--- src/rtl/fetch_stage.sv ---
// Instruction fetch stage: owns the PC, reads the combinational instruction memory
// and buffers {pc, instr} pairs in a small in-order queue feeding decode.
module fetch_stage #(
    parameter logic [31:0] RESET_PC = 32'h0000_0000,
    parameter int          DEPTH    = 2
) (
    input  logic        clk,
    input  logic        rst,
    input  logic        fetch_en,
    output logic [31:0] imem_pc,
    input  logic [31:0] imem_instr,
    input  logic        redirect_valid,
    input  logic [31:0] redirect_pc,
    output logic        out_valid,
    input  logic        out_ready,
    output logic [31:0] out_pc,
    output logic [31:0] out_instr,
    output logic [31:0] out_pc_plus4
);

    localparam int              PTR_W   = $clog2(DEPTH);
    localparam logic [PTR_W:0]  DEPTH_C = (PTR_W + 1)'(DEPTH);
    localparam logic [31:0]     NOP     = 32'h0000_0013;

    logic [31:0]      pc_r;
    logic [31:0]      q_pc_r    [DEPTH];
    logic [31:0]      q_instr_r [DEPTH];
    logic [PTR_W-1:0] rd_ptr_r;
    logic [PTR_W-1:0] wr_ptr_r;
    logic [PTR_W:0]   count_r;

    logic             valid_s;
    logic             full_s;
    logic             pop_s;
    logic             push_s;

    // Handshake decode; a full queue may still fetch when its head leaves this cycle.
    always_comb begin
        valid_s = 1'b0;
        full_s  = 1'b0;
        pop_s   = 1'b0;
        push_s  = 1'b0;
        if (count_r != (PTR_W + 1)'(1'b0)) begin
            valid_s = 1'b1;
        end else begin
            valid_s = 1'b0;
        end
        full_s = (count_r == DEPTH_C);
        pop_s  = valid_s && out_ready;
        if (fetch_en && !redirect_valid) begin
            push_s = !full_s || pop_s;
        end else begin
            push_s = 1'b0;
        end
    end

    // PC, queue storage, pointers and occupancy; reset beats redirect, redirect beats push.
    always_ff @(posedge clk) begin
        if (rst) begin
            pc_r     <= {RESET_PC[31:2], 2'b00};
            rd_ptr_r <= '0;
            wr_ptr_r <= '0;
            count_r  <= '0;
            for (int i = 0; i < DEPTH; i++) begin
                q_pc_r[i]    <= 32'h0000_0000;
                q_instr_r[i] <= NOP;
            end
        end else if (redirect_valid) begin
            pc_r     <= {redirect_pc[31:2], 2'b00};
            rd_ptr_r <= '0;
            wr_ptr_r <= '0;
            count_r  <= '0;
        end else begin
            if (push_s) begin
                q_pc_r[wr_ptr_r]    <= pc_r;
                q_instr_r[wr_ptr_r] <= imem_instr;
                wr_ptr_r            <= wr_ptr_r + PTR_W'(1'b1);
                pc_r                <= pc_r + 32'd4;
            end
            if (pop_s) begin
                rd_ptr_r <= rd_ptr_r + PTR_W'(1'b1);
            end
            case ({push_s, pop_s})
                2'b10:   count_r <= count_r + (PTR_W + 1)'(1'b1);
                2'b01:   count_r <= count_r - (PTR_W + 1)'(1'b1);
                default: count_r <= count_r;
            endcase
        end
    end

    assign imem_pc      = pc_r;
    assign out_valid    = valid_s;
    assign out_pc       = q_pc_r[rd_ptr_r];
    assign out_instr    = q_instr_r[rd_ptr_r];
    assign out_pc_plus4 = q_pc_r[rd_ptr_r] + 32'd4;

endmodule

--- config.mk ---
export PLATFORM = sky130hd
export DESIGN_NAME = fetch_stage
export DESIGN_NICKNAME = d
export VERILOG_FILES = /design/src/rtl/fetch_stage.sv
export SDC_FILE = /design/constraint.sdc
export NUM_CORES = 1
export LEC_CHECK = 0
export ABC_AREA = 1
export BUFFER_PORTS_ARGS = -buffer_cell sky130_fd_sc_hd__buf_4
export CAP_MARGIN = 10
export CORE_MARGIN = 8
export CORE_UTILIZATION = 52
export CTS_BUF_LIST = sky130_fd_sc_hd__clkbuf_2 sky130_fd_sc_hd__clkbuf_4 sky130_fd_sc_hd__clkbuf_8
export DETAILED_ROUTE_END_ITERATION = 6
export PLACE_DENSITY = 0.86
export SLEW_MARGIN = 25
export SYNTH_ARGS = -nofsm -noshare
export SYNTH_HDL_FRONTEND = slang
export SYNTH_SLANG_ARGS = --single-unit
--- constraint.sdc ---
create_clock -name clk -period 4.5 [get_ports clk]
set_clock_uncertainty 0.1 [all_clocks]
set_input_delay 1.35 -clock clk [delete_from_list [all_inputs] [get_ports clk]]
set_output_delay 1.35 -clock clk [all_outputs]
set_load 0.01 [all_outputs]
==> results.json <==
{
  "slew_headroom_pct": 43.47,
  "hold_buffers": 0,
  "antenna_left": 0,
  "report.final.slew_viol_count": 0,
  "synth-main-ff-cell": "edfxtp_1",
  "via_count": 7291,
  "cts_tree": "done",
  "powerDensity_nw_per_um2": 311.8,
  "grt_pass1_vias": 6961,
  "worst_slew_pin_slew_ns": 0.8459,
  "dpl.cell_count": 1411,
  "seqPwrFrac_pct": 51.2,
  "antenna_cells": 0,
  "final_cells": 1443,
  "worstReg2RegStart": "count_r[0]",
  "met3_usage_pct": 3.962,
  "reg2regPathDepth": 7,
  "clk_pin_slew_ns": 0.09,
  "grt_max_degree": 63,
  "power_switching_mw": 0.8456,
  "met2_usage_pct": 35.27,
  "finalSetupTns_ns": 0,
  "cp.required_ns": 3.05,
  "post_cts_buffers": 0,
  "post_drt_via_cell_ratio": 5.053,
  "syn_avg_cell_area_um2": 8.344,
  "period_share_pct": 92.36,
  "grt_first_pass_wirelength_um": 34310,
  "root_buffer": "clkbuf_8",
  "cts_buffer_depth": 2,
  "worstHoldPathType": "reg2reg",
  "p_comb_share_pct": 13.6,
  "synth_top_area_share_pct": 43.37,
  "worstSetupPathType": "reg2out",
  "dp_hpwl_um": 16290,
  "placed_area_um2": 10140,
  "syn_inst": 1029,
  "drc": 0,
  "wire_per_inst_um": 15.47,
  "mostFrequentLayoutCell": "nand2_1",
  "setup.worst_path.end_class": "output port",
  "worstSetupStartpointType": "flop",
  "io_buffers": 189,
  "top_usage_layer": "met2",
  "pwr-share-clk_pct": 35.2,
  "ios": 198,
  "gp_congestion": 0.8871,
  "cts_resized": 0,
  "ff_latch_area_um2": 4428,
  "final_hold_viol_count": 0,
  "ys_ff_latch": 159,
  "antenna_found_initial": 0,
  "final_area_um2": 10580,
  "worst_ep_arrival_time_ns": 2.71,
  "htree_levels": 4,
  "leakagePower_nw": 4.455,
  "drive_above_1_share_pct": 26.08,
  "nets": 1281,
  "syn-cell-area_um2": 8586,
  "synth_edf_count": 124,
  "p_int_mw": 2.455,
  "ys_warn_count": 0,
  "fillers": 1405,
  "vdd.ir_drop.worst_mv": 0.2168,
  "min_period_ns": 4.156,
  "num_rows": 47,
  "drtIter0Drc": 601,
  "wirelength_um": 22330,
  "grt-ovfl-total": 0,
  "clock_sinks": 159,
  "fp.dieH_um": 144.5,
  "synth-seq-area-share_pct": 51.53,
  "cts_buffers": 17,
  "grt_util_met1_pct": 26.47,
  "dr.pass1.iters": 5,
  "area_growth_syn_to_layout_pct": 23.26,
  "fmax_mhz": 240.6,
  "async_flop_share_pct": 0,
  "yosysUniqueCellTypes": 33,
  "multi_input_area_um2": 3390,
  "switching_share_pct": 25.62,
  "ff2ff_setup_slack_ns": 2.41,
  "most-common-layout-cells": "nand2_1, nor2_1, buf_4, inv_1, edfxtp_1",
  "die_area_um2": 20880,
  "setup_violations": 0,
  "die_x_um": 144.5,
  "r2r_end": "imem_pc[29]",
  "gr-usage-all-layers_pct": 21.33,
  "synth_largest_area_cell": "edfxtp_1",
  "maxCapViolCount": 0,
  "start_util_pct": 52.52,
  "worstPathMaxFanout": 34,
  "synthTopCellsByArea": "edfxtp_1, nand2_1, nor2_1",
  "outcome": "finished, final reports clean",
  "clk-insertion-delay-late_ns": 0.45,
  "cp-endpoint": "out_pc_plus4[30]",
  "rsz0062_at_grt": "no",
  "core-area_um2": 16350
}
-- Yosys cell counts, types with 6 or more instances --
library cell  number
edfxtp_1         124
nor2_1           204
nand3b_1          13
mux2_2            32
inv_1            143
nor2_2             7
dfxtp_1           35
o21ai_0           40
xor2_1            11
o21ai_2           21
clkbuf_1          19
nand2_2           17
xnor2_1            6
nand2_1          236
buf_4              7
buf_2              7
a21oi_1           30
nand3_1           38
-- final cells by class --
class / instances / share of cell area (%)
Inverter: 147 / 5.214
Sequential cell: 159 / 41.84
Timing Repair Buffer: 196 / 14.14
Tap cell: 220 / 2.601
Multi-Input combinational cell: 689 / 32.03
Clock buffer: 17 / 2.211
Clock inverter: 15 / 1.963
-- layer usage --
layer  share of wire, %  vias up
li1                   -     3631
met1                 42     3330
met2                 48      287
met3                7.7       43
met4                2.8        0
met5                  0        -
-- how the worst min path moves through the flow --
stage	startpoint	end	slack, ns	cells past startpoint
after floorplan	rd_ptr_r	flop	0.33	1
after global placement	rd_ptr_r	rd_ptr_r	0.34	1
after detailed placement	rd_ptr_r	flop	0.35	1
after CTS	rd_ptr_r	flop	0.36	1
after global routing	rd_ptr_r	flop	0.40	1
final	rd_ptr_r	flop	0.36	1
-- critical path, cell delays in order (launching register included) --
cell,delay [ns]
dfxtp_4,0.65
o21ai_1,0.27
inv_1,0.13
ha_1,0.26
nand2_1,0.11
nor2_2,0.23
inv_1,0.08
nor2_2,0.16
nand2_1,0.08
nand2_1,0.07
nand2_1,0.06
buf_4,0.14
-- registers in the layout, summed over array words and instances, names as in the netlist, named ones only --
name	count
count_r	2
rd_ptr_r	1
imem_pc	30
q_pc_r	60
q_instr_r	64
wr_ptr_r	1
-- logic make-up after synthesis --
group / count (synthesis) / synth area share (%)
fa+ha+maj: 2 / 0.2914
flops: 159 / 51.53
compound gates: 107 / 7.636
mux: 32 / 4.197
simple gates: 525 / 25.30
other cells: 1 / 0.04368
xor+xnor: 17 / 1.734
buf+inv: 186 / 9.268
-- through the flow --
stage | power [mW] | setup slack, ns | hold slack (ns) | util [%]
after floorplan | 1.950 | 0.3127 | 0.3255 | -
after global placement | 2.158 | 0.8505 | 0.3370 | 62.03
after detailed placement | 2.172 | 0.8178 | 0.3540 | 62.03
after CTS | 3.323 | 0.2917 | 0.3606 | 64.73
after global routing | 3.420 | 0.04657 | 0.3967 | 64.73
final | 3.300 | 0.3440 | 0.3610 | 64.73
-- power by group through the flow --
stage / clock, mW / sequential (mW) / combinational (mW)
after floorplan: 0 / 1.72 / 0.227
after global placement: 0 / 1.72 / 0.440
after detailed placement: 0 / 1.72 / 0.449
after CTS: 1.18 / 1.69 / 0.452
after global routing: 1.23 / 1.70 / 0.489
final: 1.16 / 1.69 / 0.449
Power figures use the tool's default switching activity.
